$ cat src/rtl/ram_stream_reader.sv
// ram_stream_reader
// Read-side controller for a single-clock use of the dual-clock `ram` block.
// Takes a burst command (base address, word count), issues read strobes,
// absorbs the RAM's one-cycle read latency and delivers the words in address
// order on a valid/ready stream with full backpressure.
//
// Ports
//   clk, rst                 : clock, asynchronous active-high reset
//   start, base_addr, len    : burst request; sampled only while busy is low
//   busy, done               : burst in progress / one-cycle completion pulse
//   ram_rden, ram_rdaddr     : read strobe and address to the RAM read port
//   ram_rddata               : RAM read data, valid the cycle after a strobe
//   m_valid, m_ready, m_data : output stream
//   dbg_state                : current FSM state (0 IDLE, 1 READ, 2 DRAIN)
//
// Handshake: a word transfers on every rising edge where m_valid and m_ready
// are both high; m_valid/m_data hold steady while m_valid && !m_ready.
module ram_stream_reader #(
    parameter  int WIDTH = 64,
    parameter  int SIZE  = 512,
    localparam int ABITS = $clog2(SIZE)
) (
    input  logic             clk,
    input  logic             rst,
    input  logic             start,
    input  logic [ABITS-1:0] base_addr,
    input  logic [ABITS:0]   len,
    output logic             busy,
    output logic             done,
    output logic             ram_rden,
    output logic [ABITS-1:0] ram_rdaddr,
    input  logic [WIDTH-1:0] ram_rddata,
    output logic             m_valid,
    input  logic             m_ready,
    output logic [WIDTH-1:0] m_data,
    output logic [1:0]       dbg_state
);

    typedef enum logic [1:0] {
        S_IDLE  = 2'd0,
        S_READ  = 2'd1,
        S_DRAIN = 2'd2
    } state_t;

    state_t           state_q, state_d;
    logic [ABITS-1:0] addr_q, addr_d;
    logic [ABITS:0]   issue_q, issue_d;
    logic [ABITS:0]   deliv_q, deliv_d;
    logic             inflight_q;
    logic             done_q, done_d;
    logic [WIDTH-1:0] head_q, head_d;
    logic [WIDTH-1:0] tail_q, tail_d;
    logic [1:0]       count_q, count_d;

    logic pop;
    logic push;
    logic rden;

    assign pop  = (count_q != 2'd0) && m_ready;
    // A word lands in the buffer exactly one cycle after its read edge, never
    // otherwise: the RAM holds rddata while rden is low.
    assign push = inflight_q;

    // Credit: occupancy + inflight - pop < 2, rearranged to avoid underflow.
    assign rden = (state_q == S_READ) &&
                  (({1'b0, count_q} + {2'b00, inflight_q}) < (3'd2 + {2'b00, pop}));

    // Control FSM and counters
    always_comb begin
        state_d = state_q;
        addr_d  = addr_q;
        issue_d = issue_q;
        deliv_d = deliv_q;
        done_d  = 1'b0;

        case (state_q)
            S_IDLE: begin
                if (start) begin
                    if (len != '0) begin
                        state_d = S_READ;
                        addr_d  = base_addr;
                        issue_d = len;
                        deliv_d = len;
                    end else begin
                        done_d = 1'b1;
                    end
                end
            end
            S_READ: begin
                if (rden) begin
                    // Explicit compare so the wrap is correct for non-power-of-2 SIZE.
                    addr_d  = (addr_q == ABITS'(SIZE - 1)) ? '0 : addr_q + ABITS'(1);
                    issue_d = issue_q - (ABITS+1)'(1);
                    if (issue_q == (ABITS+1)'(1)) begin
                        state_d = S_DRAIN;
                    end
                end
            end
            default: ;
        endcase

        // The final pop can only happen once every read has been issued.
        if ((state_q != S_IDLE) && pop) begin
            deliv_d = deliv_q - (ABITS+1)'(1);
            if (deliv_q == (ABITS+1)'(1)) begin
                state_d = S_IDLE;
                done_d  = 1'b1;
            end
        end
    end

    // Two-entry output buffer; head register drives m_data directly.
    always_comb begin
        head_d  = head_q;
        tail_d  = tail_q;
        count_d = count_q;

        case (count_q)
            2'd0: begin
                if (push) begin
                    head_d  = ram_rddata;
                    count_d = 2'd1;
                end
            end
            2'd1: begin
                if (push && pop) begin
                    head_d = ram_rddata;
                end else if (push) begin
                    tail_d  = ram_rddata;
                    count_d = 2'd2;
                end else if (pop) begin
                    count_d = 2'd0;
                end
            end
            default: begin
                // The credit rule forbids a push into a full buffer without a pop.
                if (pop) begin
                    head_d = tail_q;
                    if (push) begin
                        tail_d = ram_rddata;
                    end else begin
                        count_d = 2'd1;
                    end
                end
            end
        endcase
    end

    always_ff @(posedge clk or posedge rst) begin
        if (rst) begin
            state_q    <= S_IDLE;
            addr_q     <= '0;
            issue_q    <= '0;
            deliv_q    <= '0;
            inflight_q <= 1'b0;
            done_q     <= 1'b0;
            head_q     <= '0;
            tail_q     <= '0;
            count_q    <= 2'd0;
        end else begin
            state_q    <= state_d;
            addr_q     <= addr_d;
            issue_q    <= issue_d;
            deliv_q    <= deliv_d;
            inflight_q <= rden;
            done_q     <= done_d;
            head_q     <= head_d;
            tail_q     <= tail_d;
            count_q    <= count_d;
        end
    end

    assign busy       = (state_q != S_IDLE);
    assign done       = done_q;
    assign ram_rden   = rden;
    assign ram_rdaddr = addr_q;
    assign m_valid    = (count_q != 2'd0);
    assign m_data     = head_q;
    assign dbg_state  = state_q;

endmodule

$ cat config.mk
export PLATFORM = sky130hd
export DESIGN_NAME = ram_stream_reader
export DESIGN_NICKNAME = d
export VERILOG_FILES = /design/src/rtl/ram_stream_reader.sv
export SDC_FILE = /design/constraint.sdc
export NUM_CORES = 1
export LEC_CHECK = 0
export ABC_AREA = 1
export CAP_MARGIN = 40
export CORE_UTILIZATION = 55
export CTS_BUF_LIST = sky130_fd_sc_hd__clkbuf_4 sky130_fd_sc_hd__clkbuf_8 sky130_fd_sc_hd__clkbuf_16
export CTS_CLUSTER_DIAMETER = 200
export CTS_CLUSTER_SIZE = 10
export DETAILED_ROUTE_END_ITERATION = 10
export HOLD_SLACK_MARGIN = 0.05
export PLACE_DENSITY = 0.92
export SETUP_SLACK_MARGIN = 0.5
export SLEW_MARGIN = 20
export SYNTH_ARGS = -nofsm -noshare
export SYNTH_HDL_FRONTEND = slang
export SYNTH_SLANG_ARGS = --single-unit
$ cat constraint.sdc
create_clock -name clk -period 16.9 [get_ports clk]
set_clock_uncertainty 0.1 [all_clocks]
set_input_delay 5.07 -clock clk [delete_from_list [all_inputs] [get_ports clk]]
set_output_delay 5.07 -clock clk [all_outputs]
set_load 0.01 [all_outputs]
# Word-level counts from Yosys, hierarchy flattened
# Cells that the tools add are included.
# op_classes
addsub	5
magnitude_cmp	1
n_eq_ne	13
n_mux	38
bitwise	1
n_reduce_logical	20
# op_table
op	count
$mux 64	6
$pmux 64 s2	2
$mux 10	5
$mux 9	4
$mux 2	12
$eq 10x1->1 const B	2
$pmux 10 s2	1
$sub 10x1->10 const B	2
$pmux 9 s2	1
$reduce_bool 2->1	7
$ne 2x2->1 const B	6
$reduce_bool 10->1	1
$add 9x1->9 const B	1
$eq 9x9->1 const B	1
$reduce_and 3->1	3
$pmux 2 s2	2
$mux 1	5
$reduce_and 5->1	1
$eq 2x1->1 const B	2
$logic_and 1x1->1	4
$logic_not 2->1	2
$reduce_and 4->1	1
$add 2x1->3	1
$add 2x1->3 const A	1
5 further kinds	5
# totals
ff_bits	163
in_bits	87
output_inout_bits	79
wordCells	87

# Longest topological paths before layout
# Gate-level depths: netlist of the first run.
# depth
depth_word	9
mapped_depth	11
depth_no_buf	11

# Worst setup path after synthesis of the first run
# OpenSTA, ideal clock, no wires.
# synth_path
path_kind	input port to output port
start	input port m_ready
end	output port ram_rden
t_arrival_ps	5410
t_required_ps	11730
setup_slack_ps	6320
stages	4
n_path_buf	0
cell_sequence	nand3_1 > nand2_1 > nand3_2 > inv_1
# synth_between
elab_chain_len	4
# synth_lines
element	line_no	text
start: declaration	34	input logic m_ready,
$logic_and 1x1->1	59	assign pop = (count_q != 2'd0) && m_ready;
$add 2x1->3	66	(({1'b0, count_q} + {2'b00, inflight_q}) < (3'd2 + {2'b00, pop}));
$lt 3x3->1	66	
$logic_and 1x1->1	65	assign rden = (state_q == S_READ) &&
end: declaration	30	output logic ram_rden,
# Every way passes these cells.

# Worst setup path in the final report of the first run
# Ends and elaborated chain as after synthesis.

==> impl_metrics.sql, run 1 <==
INSERT INTO impl_metrics (metric_group, metric, value, unit) VALUES
('drt', 'number_of_design_rule_violations_left_after_detail_routing', '0', ''),
('critical_path', 'critPathArrivalTime', '6.58', 'ns'),
('cts', 'tritoncts', 'yes', ''),
('timing', 'max-slew-margin-rel', '0.4605', ''),
('timing', 'final_max_tran_viols', '0', ''),
('hold_path', 'hold_worst_path_end', 'tail_q[7]$_DFFE_PP0P_', ''),
('critical_path', 'worst_r2r_path_depth', '6', ''),
('grt', 'antenna_found_initial', '0', ''),
('critical_path', 'timing.critical_path.cells', 'clkdlybuf4s50_1 -> nand3_1 -> nand2_1 -> nand3_2 -> inv_1 -> clkdlybuf4s50_1', ''),
('grt', 'grt_pass1_wl', '31480', 'um'),
('critical_path', 'reg2reg_to', 'tail_q[45]$_DFFE_PP0P_', ''),
('cts', 'ctsHtreeMaxLevel', '4', ''),
('synthesis', 'synth_seq_area_share', '0.5201', ''),
('cts', 'cts_root_buf', 'clkbuf_16', ''),
('critical_path', 'critPathKind', 'input pin to output pin', ''),
('timing', 'setup-tns-final', '0', 'ns'),
('floorplan', 'die_height', '121.4', 'um'),
('grt', 'grt_util_all_layers', '0.2724', ''),
('power_and_ir_drop', 'pwr_cell_area', '203.0', 'nW/um2'),
('drt', 'postRouteAntennaNets', '0', ''),
('critical_path', 'worstReg2RegStart', 'count_q[1]$_DFFE_PP0P_', ''),
('floorplan', 'rows', '43', ''),
('final_layout', 'areaGrowthSynthToFinish', '28.76', '%'),
('final_layout', 'final_design_area_no_fill', '10100', 'um2'),
('cts', 'cts_hold_buffers', '0', ''),
('cts', 'insertion_delay', '0.42', 'ns'),
('timing', 'worst_pin_slew', '0.8093', 'ns'),
('synthesis', 'ffs_latches_synth', '163', ''),
('synthesis', 'synth_area_per_cell', '8.027', 'um2'),
('critical_path', 'timing.critical_path.from_type', 'input pin', ''),
('drt', 'mean_number_of_vias_per_cell', '5.442', ''),
('hold_path', 'whs_path_depth', '2', ''),
('placed_design', 'numPortBuffers', '165', ''),
('cts', 'cts_buffers', '17', ''),
('grt', 'first_global_vias', '6607', ''),
('placed_design', 'dp_hpwl', '12340', 'um'),
('critical_path', 'critical_path.slowest_cell', 'clkdlybuf4s50_1', ''),
('timing', 'holdWs', '0.3884', 'ns'),
('synthesis', 'syn_nets', '1072', ''),
('critical_path', 'crit_cells', '6', ''),
('floorplan', 'core-area', '13880', 'um2'),
('power_and_ir_drop', 'static-leakage-power', '4.854', 'nW'),
('cts', 'cts.repair.resized', '0', ''),
('drt', 'first_pass_iters', '5', ''),
('critical_path', 'worst_path_most_repeated_cell', 'clkdlybuf4s50_1', ''),
('floorplan', 'ioPinCount', '166', ''),
('floorplan', 'fp.dieArea', '14740', 'um2'),
('grt', 'grt_max_degree', '87', ''),
('final_layout', 'antennaDiodeCount', '0', ''),
('final_layout', 'finalNetCount', '1214', ''),
('synthesis', 'ys_types', '36', ''),
('hold_path', 'worstHoldStart', 'tail_q[7]$_DFFE_PP0P_', ''),
('synthesis', 'ys.warnings.count', '0', ''),
('timing', 'final-hold-violation-count', '0', ''),
('drt', 'finalWirelength', '19560', 'um'),
('timing', 'max_freq', '85.14', 'MHz'),
('floorplan', 'initial_core_util', '0.5650', ''),
('power_and_ir_drop', 'ir_drop_worst_case_vdd', '188.6', 'uV'),
('job', 'drv.max_cap_violation_count', '0', ''),
('drt', 'first_iter_violations', '708', ''),
('critical_path', 'worstPathBufferInverterCount', '3', ''),
('synthesis', 'post_synth_instance_area', '7843', 'um2'),
('synthesis', 'cell_count_after_synthesis', '977', ''),
('cts', 'clk_pin_slew', '0.06', 'ns'),
('outcome', 'outcome', 'complete, no violations', ''),
('drt', 'routedWlPerCell', '14.92', 'um'),
('cts', 'clockBufferDepth', '2', ''),
('timing', 'grt_setup_unrepaired', 'false', ''),
('critical_path', 'reg2reg_setup_slack', '14.00', 'ns'),
('critical_path', 'required_time_worst_endpoint', '11.73', 'ns'),
('final_layout', 'post_route_cells_drive_above_1_share', '0.06012', '');
[kinds of logic after synthesis]
group           share of synthesized area
simple gates                       0.2371
compound gates                     0.1302
buf+inv                           0.09540
flops                              0.5201
fa+ha+maj                         0.01276
xor+xnor                         0.004468
[Yosys cell counts (all sizes together)]
master  count  area, um2
a21boi      1      7.510
a21oi       5      25.02
a22o        1      8.760
a31oi      65      406.6
buf        39      266.5
clkbuf     11      41.29
dfrtp     163       4079
ha          8      100.1
inv       116      440.4
nand2     306       1169
nand3      42      235.2
nand3b      1      7.510
nand4       6      37.54
nor2      103      399.1
nor3        1      5.000
o211ai      3      22.52
o21ai      98      528.0
o21bai      1      7.510
o31ai       2      15.01
or2         1      6.260
xnor2       1      8.760
xor2        3      26.28
[tightest hold or removal path: cells and delay by family (launching register included)]
family / cells / cell delay (ns)
compound gates: 1 / 0.06
flops: 1 / 0.34
simple gates: 1 / 0.05
[state kept, by name (all words and copies together), names as in the netlist]
register    count
m_data         64
tail_q         64
deliv_q        10
issue_q        10
ram_rdaddr      9
count_q         2
dbg_state       2
done            1
inflight_q      1
[layout by cell type, fill, tap and decap left out, drive strengths merged, types with 2 or more instances in the layout]
master,Yosys,final
a21oi,5,5
a31oi,65,65
buf,39,8
clkbuf,11,22
clkdlybuf4s50,0,165
clkinv,0,5
clkinvlp,0,2
dfrtp,163,163
ha,8,8
inv,116,117
nand2,306,306
nand3,42,42
nand4,6,6
nor2,103,103
o211ai,3,3
o21ai,98,98
o31ai,2,2
xor2,3,3
[cell type report]
class / count / area, um2 / area share
inverters: 116 / 445.4 / 0.04411
well taps: 180 / 225.2 / 0.02230
repair buffers: 173 / 1764 / 0.1747
flip-flops and latches: 163 / 4080 / 0.4040
clock inverters: 9 / 78.83 / 0.007806
clock buffers: 22 / 481.7 / 0.04770
multi-input cells: 648 / 3023 / 0.2993
[worst max-delay path by stage]
stage / to / slack (ns) / startpoint
after floorplan: ram_rden / 6.32 / m_ready
after global placement: ram_rden / 5.18 / m_ready
after detailed placement: ram_rden / 5.17 / m_ready
after CTS: ram_rden / 5.15 / m_ready
after global routing: ram_rden / 5.08 / m_ready
final: ram_rden / 5.15 / m_ready
[per-layer routing]
| layer | wire length, um | vias to the layer above | share of wire | track usage |
|---|---|---|---|---|
| met5 | 0 | - | 0 | 0 |
| met4 | 414 | 0 | 0.021 | 0.09414 |
| met3 | 1454 | 43 | 0.074 | 0.04793 |
| met2 | 9631 | 331 | 0.49 | 0.4613 |
| met1 | 8059 | 3360 | 0.41 | 0.3506 |
| li1 | - | 3401 | - | - |
[report_power, final]
part,internal [W],leakage [nW],switching [W]
clock,0.000216,0.279,0.000152
combinational,0.000401,2.62,0.000561
sequential,0.000590,1.95,0.000130
[metrics by stage]
step | instances | util | setup slack, ns
detailed placement | 1279 | 0.6851 | 5.167
CTS | 1310 | 0.7255 | 5.152
global placement | 1277 | 0.6817 | 5.177
global route | 1311 | 0.7275 | 5.077
finish | 1311 | 0.7275 | 5.154
floorplan | 977 | - | 6.320
Note: power is estimated with default switching activity, not from simulation.
==> inputs of run 2 (changes only) <==
Settings changed: CORE_UTILIZATION 55 to 46, PLACE_DENSITY 0.92 to 0.83.
Clock period 16.9 ns to 10.2 ns, I/O delays scaled along.
==> run 2 against run 1 <==
Compared with the run above:
- final cell count up 3.2%
- clock power up 81%
- hold slack worse by 0.0017 ns
- non-clock buffer count up 1
- die area up 19%
- total power up 66%
- final area up 1.2%
- sequential power up 64%
- global-route usage down 5.7 points
- critical path type unchanged
- clock-buffer cell count down 3
- combinational power up 62%
==> impl_metrics.sql, run 2 (same netlist as run 1, synthesis figures left out) <==
INSERT INTO impl_metrics (metric_group, metric, value, unit) VALUES
('grt', 'antenna_found_initial', '0', ''),
('drt', 'mean_number_of_vias_per_cell', '5.024', ''),
('timing', 'max-slew-margin-rel', '0.4832', ''),
('power_and_ir_drop', 'power_frac_clock', '0.195', ''),
('power_and_ir_drop', 'cellInternalPower', '0.002042', 'W'),
('cts', 'cts_buffers', '17', ''),
('placed_design', 'numPortBuffers', '165', ''),
('cts', 'clockBufferDepth', '2', ''),
('floorplan', 'core-area', '16640', 'um2'),
('power_and_ir_drop', 'power_switching_share', '0.4011', ''),
('timing', 'final_max_tran_viols', '0', ''),
('power_and_ir_drop', 'pwr_cell_area', '333.6', 'nW/um2'),
('cts', 'cts_root_buf', 'clkbuf_16', ''),
('drt', 'first_pass_iters', '5', ''),
('critical_path', 'worstPathBufferInverterCount', '3', ''),
('cts', 'post-cts-setup-buffer-count', '0', ''),
('job', 'drv.max_cap_violation_count', '0', ''),
('floorplan', 'initial_core_util', '0.4712', ''),
('timing', 'layout_setup_ws', '2.376', 'ns'),
('cts', 'clk_pin_slew', '0.06', 'ns'),
('cts', 'ctsHtreeMaxLevel', '4', ''),
('critical_path', 'critical_path.slowest_cell', 'clkdlybuf4s50_1', ''),
('timing', 'min_period_over_period', '0.7670', ''),
('power_and_ir_drop', 'static-leakage-power', '4.888', 'nW'),
('cts', 'insertion_delay', '0.42', 'ns'),
('cts', 'clkSinkCount', '163', ''),
('grt', 'grt_util_all_layers', '0.2154', ''),
('critical_path', 'cpPeakStageDelay', '0.61', 'ns'),
('hold_path', 'timing.hold.worst.class', 'register to register', ''),
('drt', 'finalWirelength', '18200', 'um'),
('critical_path', 'worst_path_most_repeated_cell', 'clkdlybuf4s50_1', ''),
('timing', 'final-hold-violation-count', '0', ''),
('timing', 'setup-tns-final', '0', 'ns'),
('critical_path', 'crit_fanout', '6', ''),
('critical_path', 'required_time_worst_endpoint', '7.04', 'ns'),
('timing', 'worst_pin_slew', '0.7752', 'ns'),
('critical_path', 'timing.critical_path.cells', 'clkdlybuf4s50_1 -> nand3_1 -> nand2_1 -> nand3_2 -> inv_1 -> clkdlybuf4s50_1', ''),
('critical_path', 'critPathArrivalTime', '4.66', 'ns'),
('critical_path', 'crit_path_max_delay_family', 'buffers and inverters', ''),
('placed_design', 'gpl_wtd_cong', '0.8705', ''),
('floorplan', 'rows', '47', ''),
('final_layout', 'finalNetCount', '1215', ''),
('outcome', 'outcome', 'complete, no violations', ''),
('power_and_ir_drop', 'power_frac_comb', '0.458', ''),
('grt', 'grt_remaining_overflow', '0', ''),
('cts', 'cts.repair.resized', '0', ''),
('final_layout', 'post_route_cells_drive_above_1_share', '0.06178', ''),
('power_and_ir_drop', 'share_seq_of_total_power', '0.346', ''),
('drt', 'postRouteAntennaNets', '0', ''),
('placed_design', 'dpl_worst_slack', '2.464', 'ns'),
('timing', 'fin_crit', '7.824', 'ns'),
('timing', 'max_freq', '127.8', 'MHz'),
('drt', 'routed-via-count', '6798', ''),
('final_layout', 'fillCellCount', '1392', ''),
('floorplan', 'fp.dieArea', '17570', 'um2'),
('cts', 'cts_hold_buffers', '0', ''),
('final_layout', 'final_cell_mix', '302 x nand2_1, 165 x clkdlybuf4s50_1, 162 x dfrtp_1', ''),
('critical_path', 'endpoint_kind', 'output pin', ''),
('grt', 'grt_max_degree', '93', ''),
('timing', 'finalSetupViolCount', '0', ''),
('final_layout', 'antennaDiodeCount', '0', ''),
('final_layout', 'areaGrowthSynthToFinish', '30.33', '%'),
('critical_path', 'timing.critical_path.from_type', 'input pin', ''),
('drt', 'number_of_design_rule_violations_left_after_detail_routing', '0', ''),
('grt', 'first_global_vias', '6252', ''),
('drt', 'first_iter_violations', '417', ''),
('grt', 'grt_pass1_wl', '30560', 'um'),
('critical_path', 'critPathKind', 'input pin to output pin', ''),
('timing', 'grt_setup_unrepaired', 'false', ''),
('cts', 'tritoncts', 'yes', ''),
('placed_design', 'dp_hpwl', '11800', 'um'),
('drt', 'routedWlPerCell', '13.45', 'um'),
('floorplan', 'die_height', '132.6', 'um'),
('power_and_ir_drop', 'ir_drop_worst_case_vdd', '243.6', 'uV'),
('timing', 'holdWs', '0.3866', 'ns'),
('floorplan', 'ioPinCount', '166', ''),
('floorplan', 'die_width', '132.6', 'um'),
('final_layout', 'mostFrequentLayoutCell', 'nand2_1', ''),
('power_and_ir_drop', 'total_switching_power', '0.001367', 'W');
run 2: cell types whose count changed in the layout (fill, tap and decap cells not counted), moves of 2 or more:
cell	previous run	this run
clkinv_2	5	2
clkbuf_8	3	1
bufinv_16	1	3
clkinv_4	0	2
inv_6	2	5
run 2: area by class of cell:
cell class | count | area, um2 | share of cell area
flip-flops and latches | 163 | 4080 | 0.3992
clock buffers | 19 | 446.7 | 0.04370
multi-input cells | 648 | 3023 | 0.2958
inverters | 116 | 445.4 | 0.04358
clock inverters | 13 | 171.4 | 0.01677
well taps | 220 | 275.3 | 0.02693
repair buffers | 174 | 1779 | 0.1741
run 2: per-stage QoR:
| step | area, um2 | utilization | instances | power, W |
|---|---|---|---|---|
| after floorplan | 7843 | - | 977 | 0.002235 |
| after global placement | 9520 | 0.5721 | 1318 | 0.002678 |
| after detailed placement | 9548 | 0.5737 | 1319 | 0.002744 |
| after CTS | 10170 | 0.6109 | 1351 | 0.003424 |
| after global routing | 10220 | 0.6142 | 1353 | 0.003688 |
| final | 10220 | 0.6142 | 1353 | 0.003409 |
run 2: worst register-to-register path: cells and delay by family, from the launching register on:
family,cells,cell delay [ns]
DFF,1,0.38
and+or+nand+nor,2,0.35
AOI/OAI and AO/OA,1,0.25
buffers and inverters,3,1.74
run 2: final timing paths:
path / slack [ns] / depth (start not counted) / end / start
worst min-delay path: 0.39 / 2 / tail_q[7]$_DFFE_PP0P_ / tail_q[7]$_DFFE_PP0P_
worst min register to register: 0.39 / 2 / tail_q[7]$_DFFE_PP0P_ / tail_q[7]$_DFFE_PP0P_
worst max-delay path: 2.38 / 6 / ram_rden / m_ready
max in group asynchronous: 6.37 / 4 / m_data[51]$_DFFE_PP0P_ / rst
worst max register to register: 7.21 / 6 / m_data[29]$_DFFE_PP0P_ / count_q[1]$_DFFE_PP0P_
min in group asynchronous: 2.78 / 2 / inflight_q$_DFF_PP0_ / rst
run 2: layer usage:
metal | part of all wire | global-route usage | wire length, um | vias up
met3 | 0.050 | 0.03678 | 904 | 19
met5 | 0 | 0 | 0 | -
li1 | - | - | - | 3405
met2 | 0.48 | 0.3497 | 8666 | 188
met1 | 0.46 | 0.2962 | 8409 | 3186
met4 | 0.012 | 0.06450 | 222 | 0
run 2: power groups by stage:
stage	combinational [W]	clock, W	sequential [W]
finish	0.00156	0.000666	0.00118
global route	0.00176	0.000706	0.00122
CTS	0.00156	0.000678	0.00118
detailed placement	0.00156	0	0.00119
global placement	0.00150	0	0.00117
floorplan	0.00102	0	0.00122
==> inputs of run 3 (changes only) <==
Settings changed: CORE_UTILIZATION 46 to 51, PLACE_DENSITY 0.83 to 0.87.
Clock period 10.2 ns to 7.78 ns, I/O delays scaled along.
==> run 3 against run 2 <==
Compared with the run above:
- via count increased by 1.5%
- first-iteration DRC count increased by 48%
- non-clock buffer count stayed put
- total power grew 30%
- wire length up 1.0%
- final area decreased by 0.81%
- largest power group unchanged
- die area shrank 9.7%
==> impl_metrics.sql, run 3 (same netlist as run 1, synthesis figures left out) <==
INSERT INTO impl_metrics (metric_group, metric, value, unit) VALUES
('floorplan', 'core-area', '14750', 'um2'),
('power_and_ir_drop', 'ir_drop_worst_case_vdd', '403.1', 'uV'),
('final_layout', 'finalNetCount', '1215', ''),
('timing', 'max-slew-margin-rel', '0.4953', ''),
('drt', 'first_iter_violations', '619', ''),
('timing', 'final-hold-violation-count', '0', ''),
('drt', 'first_pass_iters', '5', ''),
('cts', 'cts.repair.resized', '0', ''),
('critical_path', 'worstReg2RegStart', 'count_q[1]$_DFFE_PP0P_', ''),
('critical_path', 'timing.critical_path.from_type', 'input pin', ''),
('timing', 'setup-tns-final', '0', 'ns'),
('grt', 'antenna_found_initial', '0', ''),
('cts', 'insertion_delay', '0.42', 'ns'),
('final_layout', 'fillCellCount', '1165', ''),
('cts', 'clockBufferDepth', '2', ''),
('grt', 'first_global_vias', '6610', ''),
('timing', 'holdWs', '0.3855', 'ns'),
('timing', 'min_period_over_period', '0.8146', ''),
('grt', 'grt_max_degree', '95', ''),
('drt', 'finalWirelength', '18390', 'um'),
('timing', 'worst_pin_slew', '0.7570', 'ns'),
('floorplan', 'fp.dieArea', '15880', 'um2'),
('cts', 'cts_root_buf', 'clkbuf_16', ''),
('drt', 'routedWlPerCell', '13.97', 'um'),
('placed_design', 'dp_hpwl', '12050', 'um'),
('drt', 'number_of_design_rule_violations_left_after_detail_routing', '0', ''),
('critical_path', 'critPathArrivalTime', '3.90', 'ns'),
('placed_design', 'numPortBuffers', '165', ''),
('timing', 'final_max_tran_viols', '0', ''),
('power_and_ir_drop', 'static-leakage-power', '4.867', 'nW'),
('drt', 'mean_number_of_vias_per_cell', '5.241', ''),
('power_and_ir_drop', 'pwr_cell_area', '437.9', 'nW/um2'),
('critical_path', 'crit_fanout', '6', ''),
('final_layout', 'final_cell_mix', '302 x nand2_1, 165 x clkdlybuf4s50_1, 162 x dfrtp_1', ''),
('critical_path', 'crit_start', 'm_ready', ''),
('timing', 'max_freq', '157.8', 'MHz'),
('cts', 'cts_buffers', '17', ''),
('power_and_ir_drop', 'power_switching_share', '0.4017', ''),
('cts', 'clkSinkCount', '163', ''),
('critical_path', 'endpoint_kind', 'output pin', ''),
('hold_path', 'worstHoldStart', 'tail_q[8]$_DFFE_PP0P_', ''),
('placed_design', 'gpl_wtd_cong', '0.8370', ''),
('floorplan', 'die_width', '126.0', 'um'),
('timing', 'grt_setup_unrepaired', 'false', ''),
('drt', 'routed-via-count', '6902', ''),
('final_layout', 'antennaDiodeCount', '0', ''),
('power_and_ir_drop', 'total_switching_power', '0.001783', 'W'),
('critical_path', 'critPathKind', 'input pin to output pin', ''),
('hold_path', 'timing.hold.worst.class', 'register to register', ''),
('floorplan', 'rows', '44', ''),
('timing', 'fin_crit', '6.337', 'ns'),
('drt', 'postRouteAntennaNets', '0', ''),
('power_and_ir_drop', 'cellInternalPower', '0.002656', 'W'),
('final_layout', 'mostFrequentLayoutCell', 'nand2_1', ''),
('outcome', 'outcome', 'complete, no violations', ''),
('grt', 'grt_pass1_wl', '31570', 'um'),
('cts', 'tritoncts', 'yes', ''),
('power_and_ir_drop', 'share_seq_of_total_power', '0.351', ''),
('grt', 'grt_remaining_overflow', '0', ''),
('power_and_ir_drop', 'power_frac_clock', '0.188', ''),
('job', 'drv.max_cap_violation_count', '0', ''),
('cts', 'post-cts-setup-buffer-count', '0', ''),
('timing', 'finalSetupViolCount', '0', ''),
('cts', 'cts_hold_buffers', '0', ''),
('floorplan', 'ioPinCount', '166', ''),
('floorplan', 'initial_core_util', '0.5315', ''),
('final_layout', 'areaGrowthSynthToFinish', '29.28', '%'),
('cts', 'ctsHtreeMaxLevel', '4', ''),
('power_and_ir_drop', 'design_power_total', '0.004440', 'W'),
('floorplan', 'die_height', '126.0', 'um'),
('grt', 'grt_util_all_layers', '0.2481', ''),
('final_layout', 'post_route_cells_drive_above_1_share', '0.06178', ''),
('power_and_ir_drop', 'power_frac_comb', '0.462', ''),
('critical_path', 'required_time_worst_endpoint', '5.35', 'ns'),
('cts', 'clk_pin_slew', '0.06', 'ns');
run 3: cell type report:
| class | count | area, um2 | share of cell area |
|---|---|---|---|
| clock inverter | 12 | 128.9 | 0.01271 |
| clock buffer | 20 | 466.7 | 0.04603 |
| timing repair buffer | 174 | 1764 | 0.1740 |
| multi-input combinational | 648 | 3023 | 0.2982 |
| tap | 184 | 230.2 | 0.02271 |
| inverter | 116 | 445.4 | 0.04393 |
| sequential | 163 | 4080 | 0.4024 |
run 3: through the flow:
step                area [um2]  setup slack, ns  cells    util
floorplan                 7843           0.9410    977       -
global placement          9475            1.487   1282  0.6422
detailed placement        9515            1.460   1284  0.6449
CTS                      10110            1.453   1316  0.6853
global route             10140            1.348   1317  0.6872
finish                   10140            1.443   1317  0.6872
run 3: critical path, cell delays in order:
cell             delay (ns)
clkdlybuf4s50_1        0.61
nand3_1                0.11
nand2_1                0.11
nand3_2                0.10
inv_1                  0.10
clkdlybuf4s50_1        0.54
run 3: per-layer routing:
metal | vias to the layer above | track usage | share of wire
li1 | 3407 | - | -
met1 | 3245 | 0.3335 | 0.46
met2 | 229 | 0.4062 | 0.48
met3 | 21 | 0.04588 | 0.050
met4 | 0 | 0.08292 | 0.013
met5 | - | 0 | 0
run 3: final timing paths:
| kind | endpoint | slack, ns | depth (start not counted) |
|---|---|---|---|
| max | ram_rden | 1.44 | 6 |
| min | tail_q[8]$_DFFE_PP0P_ | 0.39 | 2 |
| max reg2reg | m_data[49]$_DFFE_PP0P_ | 4.79 | 7 |
| min reg2reg | tail_q[8]$_DFFE_PP0P_ | 0.39 | 2 |
| max in group asynchronous | count_q[1]$_DFFE_PP0P_ | 4.50 | 4 |
| min in group asynchronous | issue_q[1]$_DFFE_PP0P_ | 2.09 | 2 |
run 3: power by group through the flow:
stage,clock [W],sequential [W],combinational (W)
6_report,0.000834,0.00156,0.00205
5_1_grt,0.000891,0.00161,0.00231
4_1_cts,0.000850,0.00155,0.00206
3_5_place_dp,0,0.00156,0.00205
3_3_place_gp,0,0.00155,0.00196
2_1_floorplan,0,0.00159,0.00134
